$ cat src/rtl/audio_pkg.sv
// Shared audio-path definitions: sample width, mclk ratios,
// mixer state encoding and a width-parameterised saturator.
package audio_pkg;

  localparam int SAMPLE_WIDTH     = 24;
  localparam int MCLK_DIV         = 4;
  localparam int SAMPLES_PER_MCLK = 192;

  typedef enum logic [1:0] {
    IDLE,
    SCAN,
    SAT
  } mix_state_t;

  // Clamp a sign-extended in_w-bit value into the out_w-bit signed range.
  function automatic logic signed [63:0] sat_trunc(
    input logic signed [63:0] val,
    input int                 in_w,
    input int                 out_w
  );
    logic signed [63:0] hi;
    logic signed [63:0] lo;
    hi = (64'sd1 <<< (out_w - 1)) - 64'sd1;
    lo = -(64'sd1 <<< (out_w - 1));
    if (in_w <= out_w) return val;
    if (val > hi) return hi;
    if (val < lo) return lo;
    return val;
  endfunction

endpackage

$ cat src/rtl/sample_tick_gen.sv
// Free-running sample-period counter; tick marks the last cycle
// of each period.
module sample_tick_gen #(
  parameter int PERIOD = 768
) (
  input  logic clk_in,
  input  logic rst_in,
  output logic tick
);

  localparam int CW = $clog2(PERIOD);

  logic [CW-1:0] count_q;
  logic [CW-1:0] count_d;

  assign tick = (count_q == CW'(PERIOD - 1));

  always_comb begin
    count_d = tick ? '0 : count_q + 1'b1;
  end

  always_ff @(posedge clk_in or posedge rst_in) begin
    if (rst_in) count_q <= '0;
    else        count_q <= count_d;
  end

endmodule

$ cat src/rtl/sample_mix_scheduler.sv
// Polls each enabled source once per sample period, sums with
// saturation and presents one held sample with a strobe.
module sample_mix_scheduler
  import audio_pkg::*;
#(
  parameter int N_SRC  = 4,
  parameter int WIDTH  = SAMPLE_WIDTH,
  parameter int PERIOD = SAMPLES_PER_MCLK * MCLK_DIV
) (
  input  logic                     clk_in,
  input  logic                     rst_in,
  input  logic [N_SRC-1:0]         src_en,
  input  logic [N_SRC-1:0]         src_valid,
  input  logic [N_SRC*WIDTH-1:0]   src_data,
  output logic [N_SRC-1:0]         src_ready,
  input  logic                     clr_underrun,
  output logic [WIDTH-1:0]         sample_out,
  output logic                     sample_strobe,
  output logic [N_SRC-1:0]         underrun
);

  localparam int IDX_W = $clog2(N_SRC);
  localparam int ACC_W = WIDTH + IDX_W;
  localparam logic [IDX_W-1:0] LAST = IDX_W'(N_SRC - 1);

  if (N_SRC < 2 || N_SRC > 8) begin : g_bad_nsrc
    $error("sample_mix_scheduler: N_SRC must be 2..8");
  end
  if (PERIOD < N_SRC + 2) begin : g_bad_period
    $error("sample_mix_scheduler: PERIOD must be >= N_SRC+2");
  end

  logic tick;

  sample_tick_gen #(
    .PERIOD(PERIOD)
  ) u_tick (
    .clk_in(clk_in),
    .rst_in(rst_in),
    .tick  (tick)
  );

  mix_state_t              state_q, state_d;
  logic [IDX_W-1:0]        idx_q, idx_d, idx_nxt;
  logic signed [ACC_W-1:0] acc_q, acc_d;
  logic [N_SRC-1:0]        en_q, en_d;
  logic [N_SRC-1:0]        ready_q, ready_d;
  logic [N_SRC-1:0]        underrun_q, underrun_d;
  logic [N_SRC-1:0]        ur_set;
  logic [WIDTH-1:0]        sample_q, sample_d;
  logic                    strobe_q, strobe_d;
  logic signed [WIDTH-1:0] cur;

  always_comb begin
    state_d  = state_q;
    idx_d    = idx_q;
    acc_d    = acc_q;
    en_d     = en_q;
    ready_d  = '0;
    sample_d = sample_q;
    strobe_d = 1'b0;
    ur_set   = '0;
    idx_nxt  = idx_q + 1'b1;
    cur      = src_data[idx_q*WIDTH +: WIDTH];
    unique case (state_q)
      IDLE: begin
        if (tick) begin
          state_d    = SCAN;
          idx_d      = '0;
          acc_d      = '0;
          en_d       = src_en;
          ready_d[0] = src_en[0];
        end
      end
      SCAN: begin
        if (ready_q[idx_q]) begin
          if (src_valid[idx_q]) acc_d = acc_q + ACC_W'(cur);
          else                  ur_set[idx_q] = 1'b1;
        end
        // Disabled sources still consume a slot to keep frame timing fixed.
        if (idx_q == LAST) begin
          state_d = SAT;
        end else begin
          idx_d            = idx_nxt;
          ready_d[idx_nxt] = en_q[idx_nxt];
        end
      end
      SAT: begin
        sample_d = WIDTH'(sat_trunc(64'(acc_q), ACC_W, WIDTH));
        strobe_d = 1'b1;
        state_d  = IDLE;
      end
      default: state_d = IDLE;
    endcase
    underrun_d = (underrun_q & ~{N_SRC{clr_underrun}}) | ur_set;
  end

  always_ff @(posedge clk_in or posedge rst_in) begin
    if (rst_in) begin
      state_q    <= IDLE;
      idx_q      <= '0;
      acc_q      <= '0;
      en_q       <= '0;
      ready_q    <= '0;
      underrun_q <= '0;
      sample_q   <= '0;
      strobe_q   <= 1'b0;
    end else begin
      state_q    <= state_d;
      idx_q      <= idx_d;
      acc_q      <= acc_d;
      en_q       <= en_d;
      ready_q    <= ready_d;
      underrun_q <= underrun_d;
      sample_q   <= sample_d;
      strobe_q   <= strobe_d;
    end
  end

  assign src_ready     = ready_q;
  assign sample_out    = sample_q;
  assign sample_strobe = strobe_q;
  assign underrun      = underrun_q;

endmodule

$ cat config.mk
export PLATFORM = sky130hd
export DESIGN_NAME = sample_mix_scheduler
export DESIGN_NICKNAME = d
export VERILOG_FILES = /design/src/rtl/audio_pkg.sv /design/src/rtl/sample_tick_gen.sv /design/src/rtl/sample_mix_scheduler.sv
export SDC_FILE = /design/constraint.sdc
export NUM_CORES = 1
export LEC_CHECK = 0
export ABC_CLOCK_PERIOD_IN_PS = 10300
export BUFFER_PORTS_ARGS = -buffer_cell sky130_fd_sc_hd__buf_4
export CORE_MARGIN = 2
export CORE_UTILIZATION = 48
export DETAILED_ROUTE_END_ITERATION = 8
export PLACE_DENSITY = 0.74
export SLEW_MARGIN = 15
export SYNTH_ARGS = -nofsm -noshare
export SYNTH_HDL_FRONTEND = slang
export SYNTH_SLANG_ARGS = --single-unit
$ cat constraint.sdc
create_clock -name clk_in -period 10.3 [get_ports clk_in]
set_input_delay 2.575 -clock clk_in [delete_from_list [all_inputs] [get_ports clk_in]]
set_output_delay 2.575 -clock clk_in [all_outputs]
set_load 0.1 [all_outputs]
# After elaboration in Yosys (flattened, before gate mapping)
# Index checks and enable logic that the tools add are counted.
# totals
in_bits	107
wordCells	79
output_inout_bits	33
reg_bits	77
# op_classes
mul	1
shifts	1
eq_ne	9
addsub	3
n_mux	38
bitwise	4
reduce_logical	8
magnitude_cmp	6
# op_table
operator	count
24-bit two-way mux	4
96-bit by 8-bit indexed part select with 24-bit output	1
26-bit two-way mux	3
26-bit one-hot mux with 2 select lines	1
26-bit by 24-bit adder with 26-bit output	1
26-bit by 24-bit > comparator with 1-bit output, second input constant	1
26-bit by 24-bit less-than comparator with 1-bit output, second input constant	1
4-bit two-way mux	4
1-bit two-way mux	12
10-bit by 1-bit adder with 10-bit output, second input constant	1
10-bit == test, second input constant	1
10-bit two-way mux	1
4-bit AND	2
2-bit two-way mux	4
2-bit inequality test, second input constant	4
2-bit one-hot mux with 2 select lines	2
1-bit binary-select mux with 2-bit select	3
2-bit by 3-bit less-than comparator with 1-bit output, second input constant	2
1-bit demux with 2-bit select	2
2-bit == test, second input constant	2
2-bit by 1-bit greater-or-equal comparator with 1-bit output, second input constant	2
2-bit by 2-bit multiplier with 4-bit output, second input constant	1
4-bit NOT	1
4-bit bitwise OR	1
11 further kinds	13

# Longest topological paths before layout
# depth
word_depth	8
depth_mapped	13

# Modules after synthesis
# Synthesis repeated with hierarchy kept, for this count alone.
# hier_totals
hier_cells	555
area_unflattened_um2	5332.6
# by_module_without_submodules
module	n_inst	area_per_inst_um2	cells_each
sample_mix_scheduler	1	4849.7	507
sample_tick_gen	1	483.0	48

# Least setup slack after synthesis
# OpenSTA, ideal clock, no wires.
# synth_timing
path_kind	input-to-reg
startpoint	input port src_data[80]
endpoint	register acc_q[25]
slack_ns	5.416
path_stages	10
setup_ns	0.069
t_arrival_ns	4.815
cell_sequence	mux4_2 > ha_1 > a21oi_1 > o21ai_1 > a2111oi_2 > o2bb2ai_2 > o211ai_2 > xnor2_1 > or3_1 > nand3_1
# synth_between
elab_chain_cells	5
# synth_lines
element	line	rtl
from (decl)	sample_mix_scheduler.sv:14	input logic [N_SRC*WIDTH-1:0] src_data,
96-bit by 8-bit indexed part select with 24-bit output	sample_mix_scheduler.sv:64	cur = src_data[idx_q*WIDTH +: WIDTH];
26-bit by 24-bit adder with 26-bit output	sample_mix_scheduler.sv:77	if (src_valid[idx_q]) acc_d = acc_q + ACC_W'(cur);
26-bit two-way mux	sample_mix_scheduler.sv:77	
26-bit two-way mux	sample_mix_scheduler.sv:76	if (ready_q[idx_q]) begin
26-bit one-hot mux with 2 select lines	sample_mix_scheduler.sv:65	unique case (state_q)
to (signal assigned)	sample_mix_scheduler.sv:102	acc_q <= '0;
to (signal assigned)	sample_mix_scheduler.sv:111	acc_q <= acc_d;
to (decl)	sample_mix_scheduler.sv:45	logic signed [ACC_W-1:0] acc_q, acc_d;
# Every way passes these cells. The select of a mux whose other input is x is not followed.
# A chain may end at the register's enable or synchronous reset.

# Final worst setup path
# layout_timing
startpoint	input port src_data[72]
endpoint	register acc_q[18]
# Same word-level chain as after synthesis.

==> reports/results.ini <==
[sta]
fin_tns_setup_ns=0
hold_ws_ns=0.483
worstMarginPinSlew_ns=1.11
setup_slack_ns=5.38
post-route-period-util_pct=47.7
setup_viol=0
fin_skew_ns=0.0144
max_freq_ghz=0.203
final.min_clock_period_ns=4.92
maxSlewHeadroom_pct=26.0
finalMaxSlewViolations=0
hold_viol=0
grt_setup_unrepaired=no

[logic_synthesis]
ys_ff_latch=77
syn_inst=525
synth_top_area_cell=dfrtp_1
synth.top_cell.area_share_pct=37.9
yosysWarnings=0
synthesis.area_um2=5090
seq_area_frac_synth_pct=37.9
synthArstFlopShare_pct=100
synth_area_leaders=dfrtp_1 (38%), mux4_2 (12%), ha_1 (8.1%)
syn-num-nets=666
avgSynthCellArea_um2=9.69
ys.flop_type=dfrtp_1
synth_edf_count=0
synth_cell_types=55

[critical_path]
crit_path_cell_trace=buf_4 > mux4_2 > ha_1 > inv_1 > fa_1 > nand2b_1 > a21oi_1 > a211oi_2 > o21ai_2 > a211o_1 > a21oi_2 > xor2_1 > o21ai_1
crit_fanout=4
crit_buf_inv=2
criticalPathCategory=in -> reg
startpoint_type=input port
cpLargestDelayFamily=compound AO/OA/AOI/OAI gates
endpoint_kind=register
r2r-end=acc_q[18]
reg2reg_setup_slack_ns=6.56
worstSetupPathDepth=13
cp-startpoint=src_data[72]
worstSetupEndpoint=acc_q[18]
ff2ff_path_depth=13
crit_path_top_delay_cell=mux4_2
cp_data_arrival_time_ns=5.14
rr_startpoint=idx_q[0]
slowest_delay_ns=0.46
required_ns=10.53

[cts]
cts_buffers=9
path_clk_slew_ns=0.08
h-tree-depth=3
cts_hold_buf=0
post_cts_resized=0
cts-root-buf=clkbuf_8
clk_latency_ns=0.37
clockBufferDepth=2
cts_tree=yes
clock_sinks=77
cts_post_setup_buffers_inserted=0

[die]
initial_core_util_pct=49.3
core_area_um2=10300
pin_count=140
die_x_um=107
dieArea_um2=11400
die_h_um=107
placementRows=37

[finish]
n_fill_cell=895
insertedDiodeCount=0
area_growth_pct=26.9
instances_no_fill=797
drive_gt1_share_pct=31.3
layout.nets=797

[global_route]
grt_start_max_net_pins=78
gr-total-overflow=0
antenna_found_initial=0
grt_pass1_vias=4328
grt_pass1_wl_mm=21.1
globalRouteTotalUtil_pct=23.4

[placed_design]
hpwl_mm=9.76
portBuffers=139
dp_slack_ns=5.05
dp.cells=781
gp_congestion=0.916

[route]
viasPerCell=5.59
avgRoutedWirePerCell_um=16.5
wl_mm=13.1
drc=0
drt-initial-drc-count=194
vias=4452
ant_nets=0
dr.pass1.iters=4

[status]
status=completed

[pwr]
power.leakage_nw=3.03
switching_power_w=0.000150
vdd_drop_max_mv=0.0612
swShare_pct=23.9
finalPower_w=0.000629
pwr-share-clk_pct=41.5
combPwrFrac_pct=10.5
pwr-share-seq_pct=48.0
internal_power_w=0.000479
power.density_nw_per_um2=97.5

[job]
cap_violations=0

[min_path]
hold_class=reg -> reg

[worst min path at each step]
stage / from / end / slack (ns) / depth (start not counted)
final: en_q[3] / en_q[3] / 0.48 / 2
after global placement: en_q[3] / en_q[3] / 0.44 / 2
after global routing: sample_out[8] / sample_out[8] / 0.51 / 2
after floorplan: en_q[3] / en_q[3] / 0.43 / 2
after CTS: en_q[1] / en_q[1] / 0.49 / 2
after detailed placement: en_q[1] / en_q[1] / 0.47 / 2
[layer usage]
layer / wire (um) / vias to the layer above / track usage, % / share of wire, %
li1: - / 2141 / - / -
met1: 5800 / 2148 / 30.8 / 44
met2: 6490 / 148 / 40.5 / 49
met3: 623 / 15 / 2.67 / 4.8
met4: 199 / 0 / 7.42 / 1.5
met5: 0 / - / 0 / 0
[cell usage after synthesis (3+ instances only)]
library cell,number
nor3_1,5
and3_1,5
nor2_1,42
mux4_2,27
buf_2,7
nand2_1,87
a21oi_1,24
nand3_1,10
inv_1,16
a21oi_2,3
dfrtp_1,77
a31oi_1,3
nor2b_1,7
o31ai_1,8
nand2b_1,7
o21ai_1,20
o21ai_0,38
clkbuf_1,16
a21o_1,9
xor2_1,17
xnor2_1,10
nand4_1,7
ha_1,33
and2_1,5
[power by group through the flow]
| stage | Combinational, W | Clock (W) | Sequential, W |
|---|---|---|---|
| global route | 0.0000718 | 0.000273 | 0.000302 |
| CTS | 0.0000665 | 0.000261 | 0.000302 |
| floorplan | 0.0000287 | 0 | 0.000308 |
| detailed placement | 0.0000662 | 0 | 0.000308 |
| finish | 0.0000661 | 0.000261 | 0.000302 |
| global placement | 0.0000646 | 0 | 0.000308 |
[worst register-to-register path: cells and delay by family, from the launching register on]
family / cells / cell delay [ns]
compound gates: 6 / 1.21
simple gates: 1 / 0.14
fa+ha+maj: 2 / 0.41
flops: 1 / 0.54
xor+xnor: 1 / 0.18
buf+inv: 2 / 0.56
mux: 1 / 0.58
[cell families after synthesis]
group | count (synthesis) | share of synthesized area (%)
simple gates | 190 | 17.5
fa+ha+maj | 34 | 8.51
mux | 29 | 12.4
compound gates | 128 | 15.9
buf+inv | 40 | 3.20
flops | 77 | 37.9
xor+xnor | 27 | 4.65
[through the flow]
stage | instance area (um2) | util [%]
after floorplan | 5090 | -
after global placement | 6240 | 60.4
after detailed placement | 6240 | 60.4
after CTS | 6450 | 62.5
after global routing | 6450 | 62.5
final | 6450 | 62.5
[layout by cell type (no fill, tap or decap), types with 3 or more instances in the layout]
cell      netlist  routed
and3_1          5       5
nand3_1        10      10
o31ai_1         8       8
a31oi_1         3       3
clkbuf_8        0       9
dfrtp_1        77      76
xnor2_1        10      10
nor3_1          5       5
inv_1          16      15
ha_1           33      33
mux4_2         27      27
o21ai_1        20      20
and2_1          5       5
a21o_1          9       9
nor2_1         42      42
a21oi_1        24      24
a21oi_2         3       3
xor2_1         17      17
nand4_1         7       7
nand2_1        87      87
buf_4           1     144
o21ai_0        38      38
nand2b_1        7       7
nor2b_1         7       7
[final cells by class]
class / instances / area [um2] / area share, %
Multi-Input combinational cell: 408 / 3000 / 46.4
Sequential cell: 77 / 1930 / 29.9
Timing Repair Buffer: 144 / 1080 / 16.8
Tap cell: 136 / 170 / 2.64
Clock buffer: 11 / 131 / 2.04
Clock inverter: 5 / 85.1 / 1.32
Inverter: 16 / 60.1 / 0.931
[sequential cells by signal, summed over array words and instances (netlist names)]
signal	count
en_q	4
sample_out	24
sample_strobe	1
u_tick.count_q	10
src_ready	4
state_q	2
acc_q	26
idx_q	2
underrun	4
No activity file was read; power rests on OpenSTA's default activity.
